[src/rtl/cadr_clock_pkg.sv]
// Shared timing constants for the CADR machine-cycle clock generator:
// tick length, read/write tap delays in ns and the cycle-length mux table.
package cadr_clock_pkg;

  localparam int TICK_NS = 5;

  localparam int TPR40_NS  = 40;
  localparam int TPR60_NS  = 60;
  localparam int TPR75_NS  = 75;
  localparam int TPR85_NS  = 85;
  localparam int TPR100_NS = 100;
  localparam int TPR115_NS = 115;
  localparam int TPR125_NS = 125;
  localparam int TPR140_NS = 140;
  localparam int TPR160_NS = 160;

  localparam int TPW10_NS = 10;
  localparam int TPW20_NS = 20;
  localparam int TPW30_NS = 30;
  localparam int TPW50_NS = 50;
  localparam int TPW60_NS = 60;
  localparam int TPW70_NS = 70;
  localparam int TPW75_NS = 75;

  // 74S151 inputs I0..I7, indexed by {sspeed[1], sspeed[0], ilong_n}.
  function automatic int mux_tap_ns(input int idx);
    case (idx)
      0, 1:    return TPR160_NS;
      2:       return TPR140_NS;
      3:       return TPR100_NS;
      4:       return TPR125_NS;
      5:       return TPR85_NS;
      6:       return TPR115_NS;
      default: return TPR75_NS;
    endcase
  endfunction

  // Stage 0 of a chain is already one tick behind its input.
  function automatic int tap_stage(input int tap_ns, input int tick_ns);
    return tap_ns / tick_ns - 1;
  endfunction

endpackage

[src/rtl/cadr_delay_line.sv]
// Tapped delay line modelled as a shift register on the tick clock;
// taps[i] is the input delayed by i+1 ticks. Reset forces every stage high.
module cadr_delay_line #(
  parameter int DEPTH = 8
) (
  input  logic             clk,
  input  logic             rst_n,
  input  logic             din,
  output logic [DEPTH-1:0] taps
);

  always_ff @(posedge clk or negedge rst_n) begin
    if (!rst_n) begin
      taps <= '1;
    end else begin
      taps <= {taps[DEPTH-2:0], din};
    end
  end

endmodule

[src/rtl/cadr_clock_gen.sv]
// CADR machine-cycle clock generator: TPR read chain, 74S151 cycle-length
// selector, TPW write chain and the cycle-completed latch.
module cadr_clock_gen
  import cadr_clock_pkg::*;
#(
  parameter int TICK_NS = cadr_clock_pkg::TICK_NS
) (
  input  logic       clk,
  input  logic       clock_reset_b,
  input  logic       hang_n,
  input  logic       ilong_n,
  input  logic [1:0] sspeed,
  output logic       tpr0_n,
  output logic       tpr40_n,
  output logic       tpr60_n,
  output logic       tpr100_n,
  output logic       tpr140_n,
  output logic       tpr160_n,
  output logic       tprend_n,
  output logic       tprend,
  output logic       tpw10_n,
  output logic       tpw20_n,
  output logic       tpw30_n,
  output logic       tpw50_n,
  output logic       tpw60_n,
  output logic       tpw70_n,
  output logic       tpw75_n,
  output logic       tpdone_n,
  output logic       cycle_completed
);

  localparam int RD_DEPTH = TPR160_NS / TICK_NS;
  localparam int WR_DEPTH = TPW75_NS / TICK_NS;

  logic [RD_DEPTH-1:0] rd_taps;
  logic [WR_DEPTH-1:0] wr_taps;
  logic [7:0]          mux_in;
  logic [2:0]          mux_sel;
  logic                unused_taps;

  // Reset gates the start strobe directly so no cycle begins while held.
  assign tpr0_n = ~(hang_n & clock_reset_b & cycle_completed);

  cadr_delay_line #(.DEPTH(RD_DEPTH)) u_read_chain (
    .clk   (clk),
    .rst_n (clock_reset_b),
    .din   (tpr0_n),
    .taps  (rd_taps)
  );

  assign tpr40_n  = rd_taps[tap_stage(TPR40_NS,  TICK_NS)];
  assign tpr60_n  = rd_taps[tap_stage(TPR60_NS,  TICK_NS)];
  assign tpr100_n = rd_taps[tap_stage(TPR100_NS, TICK_NS)];
  assign tpr140_n = rd_taps[tap_stage(TPR140_NS, TICK_NS)];
  assign tpr160_n = rd_taps[tap_stage(TPR160_NS, TICK_NS)];

  for (genvar gi = 0; gi < 8; gi++) begin : g_mux
    assign mux_in[gi] = rd_taps[tap_stage(mux_tap_ns(gi), TICK_NS)];
  end

  assign mux_sel  = {sspeed[1], sspeed[0], ilong_n};
  assign tprend_n = mux_in[mux_sel];
  assign tprend   = ~tprend_n;

  cadr_delay_line #(.DEPTH(WR_DEPTH)) u_write_chain (
    .clk   (clk),
    .rst_n (clock_reset_b),
    .din   (tprend_n),
    .taps  (wr_taps)
  );

  assign tpw10_n  = wr_taps[tap_stage(TPW10_NS, TICK_NS)];
  assign tpw20_n  = wr_taps[tap_stage(TPW20_NS, TICK_NS)];
  assign tpw30_n  = wr_taps[tap_stage(TPW30_NS, TICK_NS)];
  assign tpw50_n  = wr_taps[tap_stage(TPW50_NS, TICK_NS)];
  assign tpw60_n  = wr_taps[tap_stage(TPW60_NS, TICK_NS)];
  assign tpw70_n  = wr_taps[tap_stage(TPW70_NS, TICK_NS)];
  assign tpw75_n  = wr_taps[tap_stage(TPW75_NS, TICK_NS)];
  assign tpdone_n = tpw60_n;

  // Clearing on TPR40 wins, so a late TPDONE cannot re-arm the current cycle.
  always_ff @(posedge clk or negedge clock_reset_b) begin
    if (!clock_reset_b) begin
      cycle_completed <= 1'b1;
    end else if (!tpr40_n) begin
      cycle_completed <= 1'b0;
    end else if (!tpdone_n) begin
      cycle_completed <= 1'b1;
    end
  end

  assign unused_taps = ^{rd_taps, wr_taps};

endmodule

[config.mk]
export PLATFORM = sky130hd
export DESIGN_NAME = cadr_clock_gen
export DESIGN_NICKNAME = d
export VERILOG_FILES = /design/src/rtl/cadr_clock_pkg.sv /design/src/rtl/cadr_delay_line.sv /design/src/rtl/cadr_clock_gen.sv
export SDC_FILE = /design/constraint.sdc
export NUM_CORES = 1
export LEC_CHECK = 0
export ABC_AREA = 1
export CORE_MARGIN = 4
export CORE_UTILIZATION = 54
export DETAILED_ROUTE_END_ITERATION = 6
export GPL_TIMING_DRIVEN = 1
export PLACE_DENSITY = 0.87
export SYNTH_ARGS = -nofsm -noshare
export SYNTH_HDL_FRONTEND = slang
export SYNTH_SLANG_ARGS = --single-unit
[constraint.sdc]
create_clock -name clk -period 2.76 [get_ports clk]
set_input_delay 0.414 -clock clk [delete_from_list [all_inputs] [get_ports clk]]
set_output_delay 0.414 -clock clk [all_outputs]
set_load 0.01 [all_outputs]
==> summary.md, run 1 <==
| Metric | Value |
|---|---|
| Outcome | complete, no violations |
| Core area | 2480 µm² |
| Die Wd | 59.1 µm |
| Max Slew Vio Count | 0 |
| Worst-case clock buffer depth | 2 |
| # rows | 18 |
| Cell taking the most area after synthesis | dfstp_2 |
| Maxcap violations | 0 |
| Peak VDD IR | 0.632 mV |
| RePlAce Congestion | 0.714 |
| # fillers | 153 |
| Max FO, Critical Path | 4 |
| Reg2Reg Depth | 6 |
| Syn-to-layout area delta | 24.3% |
| Gr usage total | 17.0% |
| Total setup buffers inserted after CTS | 0 |
| First-pass GRT wire length | 3940 µm |
| RSZ-0062 raised after global routing | false |
| I/O pin count | 23 |
| Die Y | 59.1 µm |
| DR iter-0 viols | 16 |
| Post-synth net total | 85 |
| Commonest non-fill, non-tap cell in the layout | dfstp_2 |
| Worst Path Required | 2350 ps |
| Clock slew at reported path FFs | 120 ps |
| Post-synth top area share | 89.4% |
| Startpoint types | primary input |
| NetSw | 0.280 mW |
| Final setup viols | 0 |
| Via count | 668 |
| Post-Syn Area | 1410 µm² |
| Total Power | 1.34 mW |
| H-Tree Level Count | 2 |
| Area post-placement | 1660 µm² |
| HPWL Detailed | 1570 µm |
| Diodes inserted | 0 |
| Worst Hold Slack | 276 ps |
| Share of power burned in the clock network | 31.5% |
| Internal power | 1.06 mW |
| Logic pwr share | 7.4% |
| Place WS | 415 ps |
| Total grt overflow | 0 |
| Synth Register Bits | 48 |
| WS Path Type | in -> out |
| Syn avg cell area | 17.8 µm² |
| Largest net degree at the start of global routing | 49 |
| Sequential Power Share | 61.1% |
| DR WL/cell | 17.4 µm |
| Post-route setup slack | 359 ps |
| Ys Warns | 0 |
| Overall routed net length | 2420 µm |
| Skew final | 8.96 ps |
| Leakage | 0.776 nW |
| DR vias/cell | 4.81 |
| Number of routed nets with antenna violations | 0 |
| Layout cell share with drive strength beyond 1 | 57.8% |
| Crit path time final | 2400 ps |
| CTS tree | built |
| Worst skew pair latency | 350 ps |
| Full die area | 3490 µm² |
| Least-Margin Pin Slew | 537 ps |
| Slew HR | 64.2% |
| Clk sinks | 48 |
| Vias in the first global route | 776 |
| Final period util | 87.0% |
| Switching share of power | 20.9% |
| Max frequency | 416 MHz |
| Port-buffer cells | 22 |
| 1st-pass router iterations | 4 |
| Total CTS buffers | 5 |
| Top cells by area, synth | dfstp_2 89%, nand2_1 3.2%, inv_1 2.4%, nand3_2 2.1%, nand3_1 1.1% |
| Worst hold stages | 2 |
| Cell variety after synth | 9 |
| CP arrival | 1990 ps |
| Most frequent cells in the layout | 48 x dfstp_2, 21 x clkdlybuf4s50_1, 12 x nand2_1 |
| Register area share after synthesis | 89.4% |
| Fin nets | 114 |
| Initial Utilization | 56.9% |
| DRC Markers | 0 |
| Fin area | 1750 µm² |
| Antenna violations before repair | 0 |
| Hold_buf cts | 0 |
| Synth Instances | 79 |
| Hold Violations, Final | 0 |
| Setup_tns | 0 ps |
| Resize count post-CTS | 0 |
| Utilization after layout | 70.8% |
| Min-Delay Path Class | in -> reg |
| Post-Place Cells | 131 |
| Clk root buf | clkbuf_4 |
| Setup crit end kind | output pin |
| Fin cells | 139 |
| Pwr/cell area | 766 nW/µm² |
## critical path, cell delays in order
cell             delay (ps)
clkdlybuf4s50_1         560
inv_2                    70
nand2_1                 100
nand3_2                 100
nand2_1                  90
nand2_1                  50
nand2_1                  70
clkdlybuf4s50_1         530
## final cells by class
class	instances	area [µm²]	area share [%]
clock buffers	6	51.3	2.93
multi-input cells	20	104	5.92
clock inverters	2	38.8	2.21
flip-flops and latches	48	1260	71.9
repair buffers	23	223	12.7
inverters	10	37.5	2.14
well taps	30	37.5	2.14
## state kept, by name, indices dropped and copies added, names as in the netlist
name and flops:
u_read_chain.taps 32, u_write_chain.taps 15, cycle_completed 1
## Yosys cell counts (all sizes together)
master and number:
dfstp 48, buf 1, a21boi 1, inv 10, nand3 6, nand2 13
## per-layer routing
metal | global-route usage [%] | vias to the layer above | part of all wire [%]
met2 | 26.0 | 30 | 49
li1 | - | 297 | -
met3 | 6.10 | 11 | 5.3
met4 | 12.0 | 0 | 4.5
met5 | 0 | - | 0
met1 | 19.8 | 330 | 41
## logic make-up (layout without fill, tap and decap cells)
| family | count (synthesis) | count (layout) | synth area share [%] |
|---|---|---|---|
| buffers and inverters | 11 | 41 | 3.19 |
| and+or+nand+nor | 19 | 19 | 6.83 |
| DFF | 48 | 48 | 89.4 |
| AOI/OAI and AO/OA | 1 | 1 | 0.533 |
## final timing paths
path	from	to	slack [ps]
worst max-delay path	ilong_n	tprend_n	360
worst min register to register	u_read_chain.taps[21]$_DFF_PN1_	u_read_chain.taps[22]$_DFF_PN1_	360
max in group asynchronous	clock_reset_b	u_read_chain.taps[13]$_DFF_PN1_	2210
worst max register to register	u_read_chain.taps[16]$_DFF_PN1_	u_write_chain.taps[0]$_DFF_PN1_	1690
min in group asynchronous	clock_reset_b	u_read_chain.taps[9]$_DFF_PN1_	510
worst min-delay path	clock_reset_b	u_read_chain.taps[0]$_DFF_PN1_	280
## power by group through the flow
stage	registers [mW]	clock network, mW	logic (mW)
after floorplan	0.831	0	0.0211
after global routing	0.829	0.462	0.107
after CTS	0.823	0.435	0.100
final	0.821	0.423	0.0988
after detailed placement	0.831	0	0.0981
after global placement	0.827	0	0.0941
(Power assumes the default switching activity.)
==> run 2, diff against run 1 <==
- CORE_UTILIZATION: 54 -> 50
- PLACE_DENSITY: 0.87 -> 0.81
- clock period: 2.76 -> 2.49 ns (I/O delays scaled with it)
==> run 2 against run 1 <==
Setup slack worse by 160 ps. Non-clock buffer count did not move. Wire length shrank 14%. Clock skew rose by 5.3 ps. Cell count unchanged. Cell area down 1.9%. Critical path type unchanged. Clock power fell by 19%. Critical endpoint unchanged. Sequential power is 11% higher. Worst hold slack worse by 45 ps.
==> summary.md, run 2 (synthesis gave the netlist of run 1 again) <==
| Metric | Value |
|---|---|
| Top sig layer | met4 |
| Vias in the first global route | 736 (-5.2%) |
| Least-Margin Pin Slew | 533 ps (-3.99 ps) |
| Die Y | 61.1 µm (+3.4%) |
| Min-Delay Path Class | in -> reg |
| Number of routed nets with antenna violations | 0 (unchanged) |
| Initial Utilization | 54.4% (-2.5 points) |
| Antenna violations before repair | 0 (unchanged) |
| CP most frequent cell | nand2_1 |
| Port-buffer cells | 22 (unchanged) |
| Clk root buf | clkbuf_4 |
| Die Wd | 61.1 µm (+3.4%) |
| Reg area | 1260 µm² (unchanged) |
| I/O pin count | 23 (unchanged) |
| Slew HR | 64.4% (+0.27 points) |
| Commonest non-fill, non-tap cell in the layout | dfstp_2 |
| Utilization after layout | 66.4% (-4.4 points) |
| Leakage | 0.762 nW (-1.7%) |
| Worst path slowest cell | clkdlybuf4s50_1 |
| Peak VDD IR | 0.549 mV (-13%) |
| Pwr/cell area | 789 nW/µm² (+3.0%) |
| 1st-pass router iterations | 4 (unchanged) |
| Diodes inserted | 0 (unchanged) |
| Reg2Reg Depth | 6 (unchanged) |
| Total CTS buffers | 5 (unchanged) |
| Total grt overflow | 0 (unchanged) |
| Max Slew Vio Count | 0 (unchanged) |
| Clk sinks | 48 (unchanged) |
| Maxcap violations | 0 (unchanged) |
| R2R Path End | u_write_chain.taps[0]$_DFF_PN1_ |
| Fin nets | 114 (unchanged) |
| Hold endpoint | u_read_chain.taps[0]$_DFF_PN1_ |
| WL met1 | 985 µm (-1.6%) |
| Top reg by flops | u_read_chain.taps |
| Gr usage total | 14.8% (-2.2 points) |
| # rows | 18 (unchanged) |
| # fillers | 191 (+25%) |
| RePlAce Congestion | 0.848 (+19%) |
| Place WS | 226 ps (-190 ps) |
| Skew final | 14.3 ps (+5.32 ps) |
| Post-route setup slack | 202 ps (-157 ps) |
| Max FO, Critical Path | 4 (unchanged) |
| Delay-heaviest family, CP | buffers and inverters |
| Critical-path cell list | clkdlybuf4s50_1, inv_2, nand2_1, nand3_2, nand2_1, nand2_1, nand2_1, clkdlybuf4s50_1 |
| H-Tree Level Count | 2 (unchanged) |
| Core area | 2590 µm² (+4.5%) |
| WS Path Type | in -> out |
| Worst r2r src | u_read_chain.taps[19]$_DFF_PN1_ |
| Fin cells | 139 (unchanged) |
| RSZ-0062 raised after global routing | false |
| CP arrival | 1910 ps (-80 ps) |
| DR WL/cell | 15.1 µm (-14%) |
| Biggest regs | u_read_chain.taps: 32 flops, u_write_chain.taps: 15 flops, cycle_completed: 1 flops |
| Outcome | complete, no violations |
| Max reg flops | 32 (unchanged) |
| Setup_tns | 0 ps (unchanged) |
| Final period util | 91.9% |
| Syn-to-layout area delta | 21.9% |
| Startpoint types | primary input |
| Hold Violations, Final | 0 (unchanged) |
| Setup crit end kind | output pin |
| Via count | 652 (-2.4%) |
| Max frequency | 437 MHz |
| Metal3 WL | 145 µm (+12%) |
| R2R Setup Slk | 1430 ps (-260 ps) |
| Worst min-delay path startpoint | clock_reset_b |
| Layout cell share with drive strength beyond 1 | 57.8% (unchanged) |
| First-pass GRT wire length | 3680 µm (-6.7%) |
| Crit path time final | 2290 ps |
| Overall routed net length | 2090 µm (-14%) |
| Worst-case clock buffer depth | 2 (unchanged) |
| DR vias/cell | 4.69 (-2.4%) |
| Largest net degree at the start of global routing | 49 (unchanged) |
| Resize count post-CTS | 0 (unchanged) |
| Clock slew at reported path FFs | 130 ps (about the same) |
| Post-Place Cells | 131 (unchanged) |
| Crit path buf inv count | 3 (unchanged) |
| Final setup viols | 0 (unchanged) |
| Multi-input gate area | 104 µm² (unchanged) |
| Full die area | 3730 µm² (+6.9%) |
| Hold_buf cts | 0 (unchanged) |
| Critical Path Stages | 8 (unchanged) |
| DR iter-0 viols | 34 (+18) |
| DRC Markers | 0 (unchanged) |
| Worst hold stages | 2 (unchanged) |
| Worst skew pair latency | 360 ps (about the same) |
| Met2 wire length | 934 µm (-21%) |
| Total setup buffers inserted after CTS | 0 (unchanged) |
| HPWL Detailed | 1360 µm (-13%) |
| CP max stage delay | 550 ps (about the same) |
| Worst Path Required | 2120 ps (-230 ps) |
| CTS tree | built |
| Most frequent cells in the layout | 48 x dfstp_2, 21 x clkdlybuf4s50_1, 12 x nand2_1 |
-- run 2: metrics by stage --
step | area, µm² | power [mW] | hold WS, ps
after floorplan | 1410 | 0.944 | 226
after global placement | 1660 | 1.02 | 346
after detailed placement | 1660 | 1.03 | 347
after CTS | 1720 | 1.38 | 206
after global routing | 1720 | 1.43 | 209
final | 1720 | 1.36 | 231
-- run 2: layout make-up --
class	count	area share [%]
multi-input cells	20	6.04
clock inverters	3	1.09
well taps	30	2.18
flip-flops and latches	48	73.4
inverters	10	2.18
clock buffers	5	2.18
repair buffers	23	13.0
-- run 2: worst max path at each step --
stage                                                from        to  slack [ps]
after global routing      u_read_chain.taps[19]$_DFF_PN1_  tprend_n          40
after global placement                            ilong_n  tprend_n         270
after detailed placement                          ilong_n  tprend_n         230
after floorplan           u_read_chain.taps[19]$_DFF_PN1_  tprend_n        1200
after CTS                 u_read_chain.taps[19]$_DFF_PN1_  tprend_n         190
final                                             ilong_n  tprend_n         200
-- run 2: metal layers --
metal  up-vias  GRT usage (%)
li1        292              -
met1       327           21.0
met2        29           19.5
met3         4           5.24
met4         0           9.29
met5         -              0
-- run 2: power breakdown --
group | leakage, nW | switching (mW) | total (mW) | internal [mW]
Clock | 0.0349 | 0.232 | 0.341 | 0.109
Sequential | 0.506 | 0.0266 | 0.908 | 0.881
Combinational | 0.222 | 0.0513 | 0.107 | 0.0554
